## src/rtl/an_code_pkg.sv

```systemverilog
// Shared AN-code constants and encoder state encoding, common to the encoder and decoder.
package an_code_pkg;

    localparam int A        = 1939;
    localparam int A_BITS   = 11;
    localparam int D_BITS   = 8;
    localparam int W_BITS   = 20;
    localparam int POS_BITS = $clog2(W_BITS);
    localparam int CNT_BITS = $clog2(D_BITS);

    localparam logic [A_BITS-1:0] A_VEC = A_BITS'(A);
    localparam logic [W_BITS-1:0] A_W   = {{(W_BITS-A_BITS){1'b0}}, A_VEC};

    typedef enum logic [1:0] {
        IDLE = 2'd0,
        MUL  = 2'd1,
        INJ  = 2'd2,
        HOLD = 2'd3
    } state_t;

endpackage

```

## src/rtl/an_err_inject.sv

```systemverilog
// Combinational arithmetic error injector: adds or subtracts 2^err_pos from the codeword.
import an_code_pkg::*;

module an_err_inject (
    input  logic [W_BITS-1:0]   acc,
    input  logic                err_en,
    input  logic                err_sign,
    input  logic [POS_BITS-1:0] err_pos,
    output logic [W_BITS-1:0]   w
);

    logic [W_BITS-1:0] delta;

    // Positions past W_BITS-2 would leave no headroom, so they suppress the injection.
    always_comb begin
        delta = W_BITS'(1) << err_pos;
        w     = acc;
        if (err_en && (err_pos <= POS_BITS'(W_BITS - 2))) begin
            w = err_sign ? (acc - delta) : (acc + delta);
        end
    end

endmodule

```

## src/rtl/an_encoder_8bits.sv

```systemverilog
// AN-code arithmetic encoder W = A*D: shift-add multiplier, one partial product per cycle.
// Define ERR_INJECT_EN to add err_en/err_sign/err_pos ports for single-error injection.
import an_code_pkg::*;

module an_encoder_8bits (
    input  logic              clk,
    input  logic              rst_n,
    input  logic              in_valid,
    output logic              in_ready,
    input  logic [D_BITS-1:0] D,
    output logic              out_valid,
    input  logic              out_ready,
    output logic [W_BITS-1:0] W,
    output logic              busy
`ifdef ERR_INJECT_EN
    ,
    input  logic                err_en,
    input  logic                err_sign,
    input  logic [POS_BITS-1:0] err_pos
`endif
);

    state_t state, state_next;

    logic [W_BITS-1:0]   acc;
    logic [D_BITS-1:0]   mcand;
    logic [CNT_BITS-1:0] count;
    logic [W_BITS-1:0]   w_next;

    localparam logic [CNT_BITS-1:0] LAST_COUNT = CNT_BITS'(D_BITS - 1);

    always_ff @(posedge clk or negedge rst_n) begin
        if (!rst_n) begin
            state <= IDLE;
        end else begin
            state <= state_next;
        end
    end

    always_comb begin
        state_next = state;
        case (state)
            IDLE: if (in_valid)            state_next = MUL;
            MUL:  if (count == LAST_COUNT) state_next = INJ;
            INJ:                           state_next = HOLD;
            HOLD: if (out_ready)           state_next = IDLE;
            default:                       state_next = IDLE;
        endcase
    end

    // Handshake flags decode straight from state so a reset drops them without waiting for a clock.
    assign in_ready  = (state == IDLE);
    assign out_valid = (state == HOLD);
    assign busy      = (state != IDLE);

`ifdef ERR_INJECT_EN
    logic                err_en_q;
    logic                err_sign_q;
    logic [POS_BITS-1:0] err_pos_q;

    always_ff @(posedge clk or negedge rst_n) begin
        if (!rst_n) begin
            err_en_q   <= 1'b0;
            err_sign_q <= 1'b0;
            err_pos_q  <= '0;
        end else if (state == IDLE && in_valid) begin
            err_en_q   <= err_en;
            err_sign_q <= err_sign;
            err_pos_q  <= err_pos;
        end
    end

    an_err_inject u_err_inject (
        .acc      (acc),
        .err_en   (err_en_q),
        .err_sign (err_sign_q),
        .err_pos  (err_pos_q),
        .w        (w_next)
    );
`else
    assign w_next = acc;
`endif

    // Always runs all D_BITS steps, so latency never depends on the data value.
    always_ff @(posedge clk or negedge rst_n) begin
        if (!rst_n) begin
            acc   <= '0;
            mcand <= '0;
            count <= '0;
            W     <= '0;
        end else begin
            case (state)
                IDLE: begin
                    if (in_valid) begin
                        mcand <= D;
                        acc   <= '0;
                        count <= '0;
                    end
                end
                MUL: begin
                    if (mcand[0]) begin
                        acc <= acc + (A_W << count);
                    end
                    mcand <= mcand >> 1;
                    count <= count + 1'b1;
                end
                INJ: begin
                    W <= w_next;
                end
                default: begin
                end
            endcase
        end
    end

endmodule

```

## config.mk

```make
export PLATFORM = sky130hd
export DESIGN_NAME = an_encoder_8bits
export DESIGN_NICKNAME = d
export VERILOG_FILES = /design/src/rtl/an_code_pkg.sv /design/src/rtl/an_err_inject.sv /design/src/rtl/an_encoder_8bits.sv
export SDC_FILE = /design/constraint.sdc
export NUM_CORES = 1
export LEC_CHECK = 0
export BUFFER_PORTS_ARGS = -buffer_cell sky130_fd_sc_hd__buf_2
export CAP_MARGIN = 10
export CORE_MARGIN = 2
export CORE_UTILIZATION = 51
export CTS_CLUSTER_DIAMETER = 150
export DETAILED_ROUTE_END_ITERATION = 8
export PLACE_DENSITY = 0.7
export REMOVE_ABC_BUFFERS = 1
export SETUP_SLACK_MARGIN = 0.5
export SYNTH_ARGS = -nofsm -noshare
export SYNTH_HDL_FRONTEND = slang
export SYNTH_SLANG_ARGS = --single-unit
```

## constraint.sdc

```tcl
create_clock -name clk -period 4.35 [get_ports clk]
set_input_delay 0.435 -clock clk [delete_from_list [all_inputs] [get_ports clk]]
set_output_delay 0.435 -clock clk [all_outputs]
set_load 0.01 [all_outputs]
```

==> flow_summary.toml <==
[clock_network]
cts.htree.levels = 2
numCtsBuffers = 5
cts_hold_buf = 0
root_buffer = "clkbuf_8"
cts_resized = 0
cts_tree = "yes"
clockBufferDepth = 2
clkTransAtPathRegs_ns = 0.10
clock_latency_ns = 0.31
cts_sinks = 53
post_cts.repair.setup_buffers = 0

[floorplanning]
start_util_pct = 53.5
rows = 29
die_x_um = 86.3
io_pins = 35
dieArea_mm2 = 0.00745
die_h_um = 86.3
coreArea_mm2 = 0.00646

[sta]
hold_violations = 0
setup_tns_ns = 0
slew-limit-headroom_pct = 30.8
fin_crit_sh_pct = 75.8
clock_skew_ns = 0.00608
drv_slew = 0
final.min_clock_period_ns = 3.30
grt_setup_unrepaired = "no"
timing.hold.ws_ns = 0.237
finalSetupViolCount = 0
tightest_slew_ns = 1.04
fmax_mhz = 303

[pwr]
power_uw = 2920
ir_drop_mv = 0.512
p_per_area_mw_per_mm2 = 778
leakagePower_uw = 0.00183

[cells_and_area]
area.growth.synth_to_final_pct = 8.65
fillCellCount = 592
drive_above_1_share_pct = 20.5
num-nets-final = 416
diodes = 0

[yosys]
synthFlopType = "dfrtp_1"
yosys.area.top_type_share_pct = 38.4
yosys-top-cells-area = "dfrtp_1 (38%), ha_1 (12%), mux2_2 (9.4%)"
yosysMostFrequentCell = "dfrtp_1"
seq_area_frac_synth_pct = 38.4
synth_area_mm2 = 0.00346
avgSynthCellArea_um2 = 10.0
ys_ff_latch = 53
synth-async-reset-ratio_pct = 100
yosysUniqueCellTypes = 49
synthTopCellsByCount = "dfrtp_1 (53), ha_1 (33), mux2_2 (29)"
synth_edf_count = 0
synth_cells = 345
yosys_warnings = 0
yosys.area.top_type = "dfrtp_1"

[routing]
wl_um = 7370
ant_nets = 0
via_per_inst = 6.06
vias = 2714
first_pass_iters = 4
drc_errors = 0
wl_per_cell_um = 16.4
drt_iter0_drc = 102

[placed_design]
portBuffers = 34
hpwl_um = 5360
globalplace.congestion = 0.939

[global_routing]
groute.usage.overall_pct = 21.3
grt_remaining_overflow = 0
grt_max_degree = 54
grt_pass1_vias = 2566
antenna_found_initial = 0
grt_pass1_wl_um = 12700

[status]
status = "complete, no violations"

[setup_path]
path_cells = "inv_1 -> ha_1 -> mux2_2 -> ha_1 -> a21oi_1 -> nand4_1 -> and3b_1 -> or3_1 -> a32o_1"
cp_slowest_cell = "dfrtp_1"
ff2ff_path_depth = 9
endpoint_kind = "register"
critPathTopFamily = "simple AND/OR/NAND/NOR gates"
crit_fanout = 10
startpoint_type = "register"
regToRegSetupSlack_ns = 1.05
cpMostUsedCell = "ha_1"
path_class = "reg2reg"
rr_startpoint = "count[1]"
crit_required_ns = 4.55
arrival_ns = 3.50
slowest_delay_ns = 0.54
reg2reg_to = "acc[15]"
crit_buf_inv = 1
cp.depth = 9

[run]
drv_cap = 0

[hold_path]
min_path_type = "in2async"
==> worst reg2reg max path, delay by kind of cell (launching register included) <==
| kind | cells | cell delay (ns) |
|---|---|---|
| flip-flops | 1 | 0.54 |
| AND/OR/NAND/NOR | 3 | 0.83 |
| AO/OA/AOI/OAI | 2 | 0.53 |
| adder cells (fa/ha/maj) | 2 | 0.78 |
| buffers and inverters | 1 | 0.20 |
| multiplexers | 1 | 0.31 |
==> cell usage in the layout, fill, tap and decap left out, types with 6 or more instances in the layout <==
| master | count |
|---|---|
| a21oi_1 | 24 |
| a22o_1 | 14 |
| buf_2 | 34 |
| dfrtp_1 | 53 |
| ha_1 | 33 |
| inv_1 | 15 |
| mux2_2 | 29 |
| mux2i_1 | 6 |
| nand2_1 | 24 |
| nand3_1 | 11 |
| nor2_1 | 7 |
| o211ai_1 | 8 |
| o21ai_0 | 19 |
| o22ai_1 | 14 |
| xnor2_1 | 8 |
| xor2_1 | 6 |
==> power breakdown <==
group,internal [uW],total (uW),switching (uW)
combinational,789,1840,1050
clock,112,278,166
sequential,659,806,147
total,1560,2920,1360
==> registers in the layout, indices dropped and copies added (netlist names) <==
signal,cells
W,20
acc,20
count,3
mcand,8
state,2
==> worst max-delay path by stage <==
stage / slack, ns / from / end
2_1_floorplan: 1.52 / count[1] / acc[15]
3_3_place_gp: 1.12 / count[1] / acc[15]
3_5_place_dp: 1.11 / count[1] / acc[15]
4_1_cts: 1.08 / count[1] / acc[15]
5_1_grt: 0.90 / count[1] / acc[15]
6_report: 1.05 / count[1] / acc[15]
==> logic make-up after synthesis <==
family	after synthesis	share of synthesized area (%)
buffers and inverters	34	3.84
DFF	53	38.4
and+or+nand+nor	65	9.34
AOI/OAI and AO/OA	110	21.2
adders and majority gates	34	12.5
xor gates and xnor gates	14	3.55
muxes	35	11.2
==> metrics by stage <==
stage | instances | utilization (%) | instance area (um2) | setup WS (ns)
floorplan | 326 | - | 3380 | 1.52
global placement | 440 | 56.8 | 3670 | 1.12
detailed placement | 440 | 56.8 | 3670 | 1.11
CTS | 448 | 58.1 | 3750 | 1.08
global route | 448 | 58.1 | 3750 | 0.900
finish | 448 | 58.1 | 3750 | 1.05
==> per-layer routing <==
layer	global-route usage (%)	share of wire [%]	vias to the layer above
met4	5.40	1.1	0
met2	32.8	46	59
li1	-	-	1338
met3	3.43	3.8	6
met5	0	0	-
met1	31.5	49	1311
==> layout make-up <==
type	instances	area, um2	area share, %
Multi-Input combinational cell	258	2000	53.2
Sequential cell	53	1330	35.3
Timing Repair Buffer	37	193	5.13
Tap cell	77	96.3	2.57
Clock buffer	5	68.8	1.83
Inverter	15	56.3	1.50
Clock inverter	3	17.5	0.467
No activity file was read; power rests on OpenSTA's default activity.
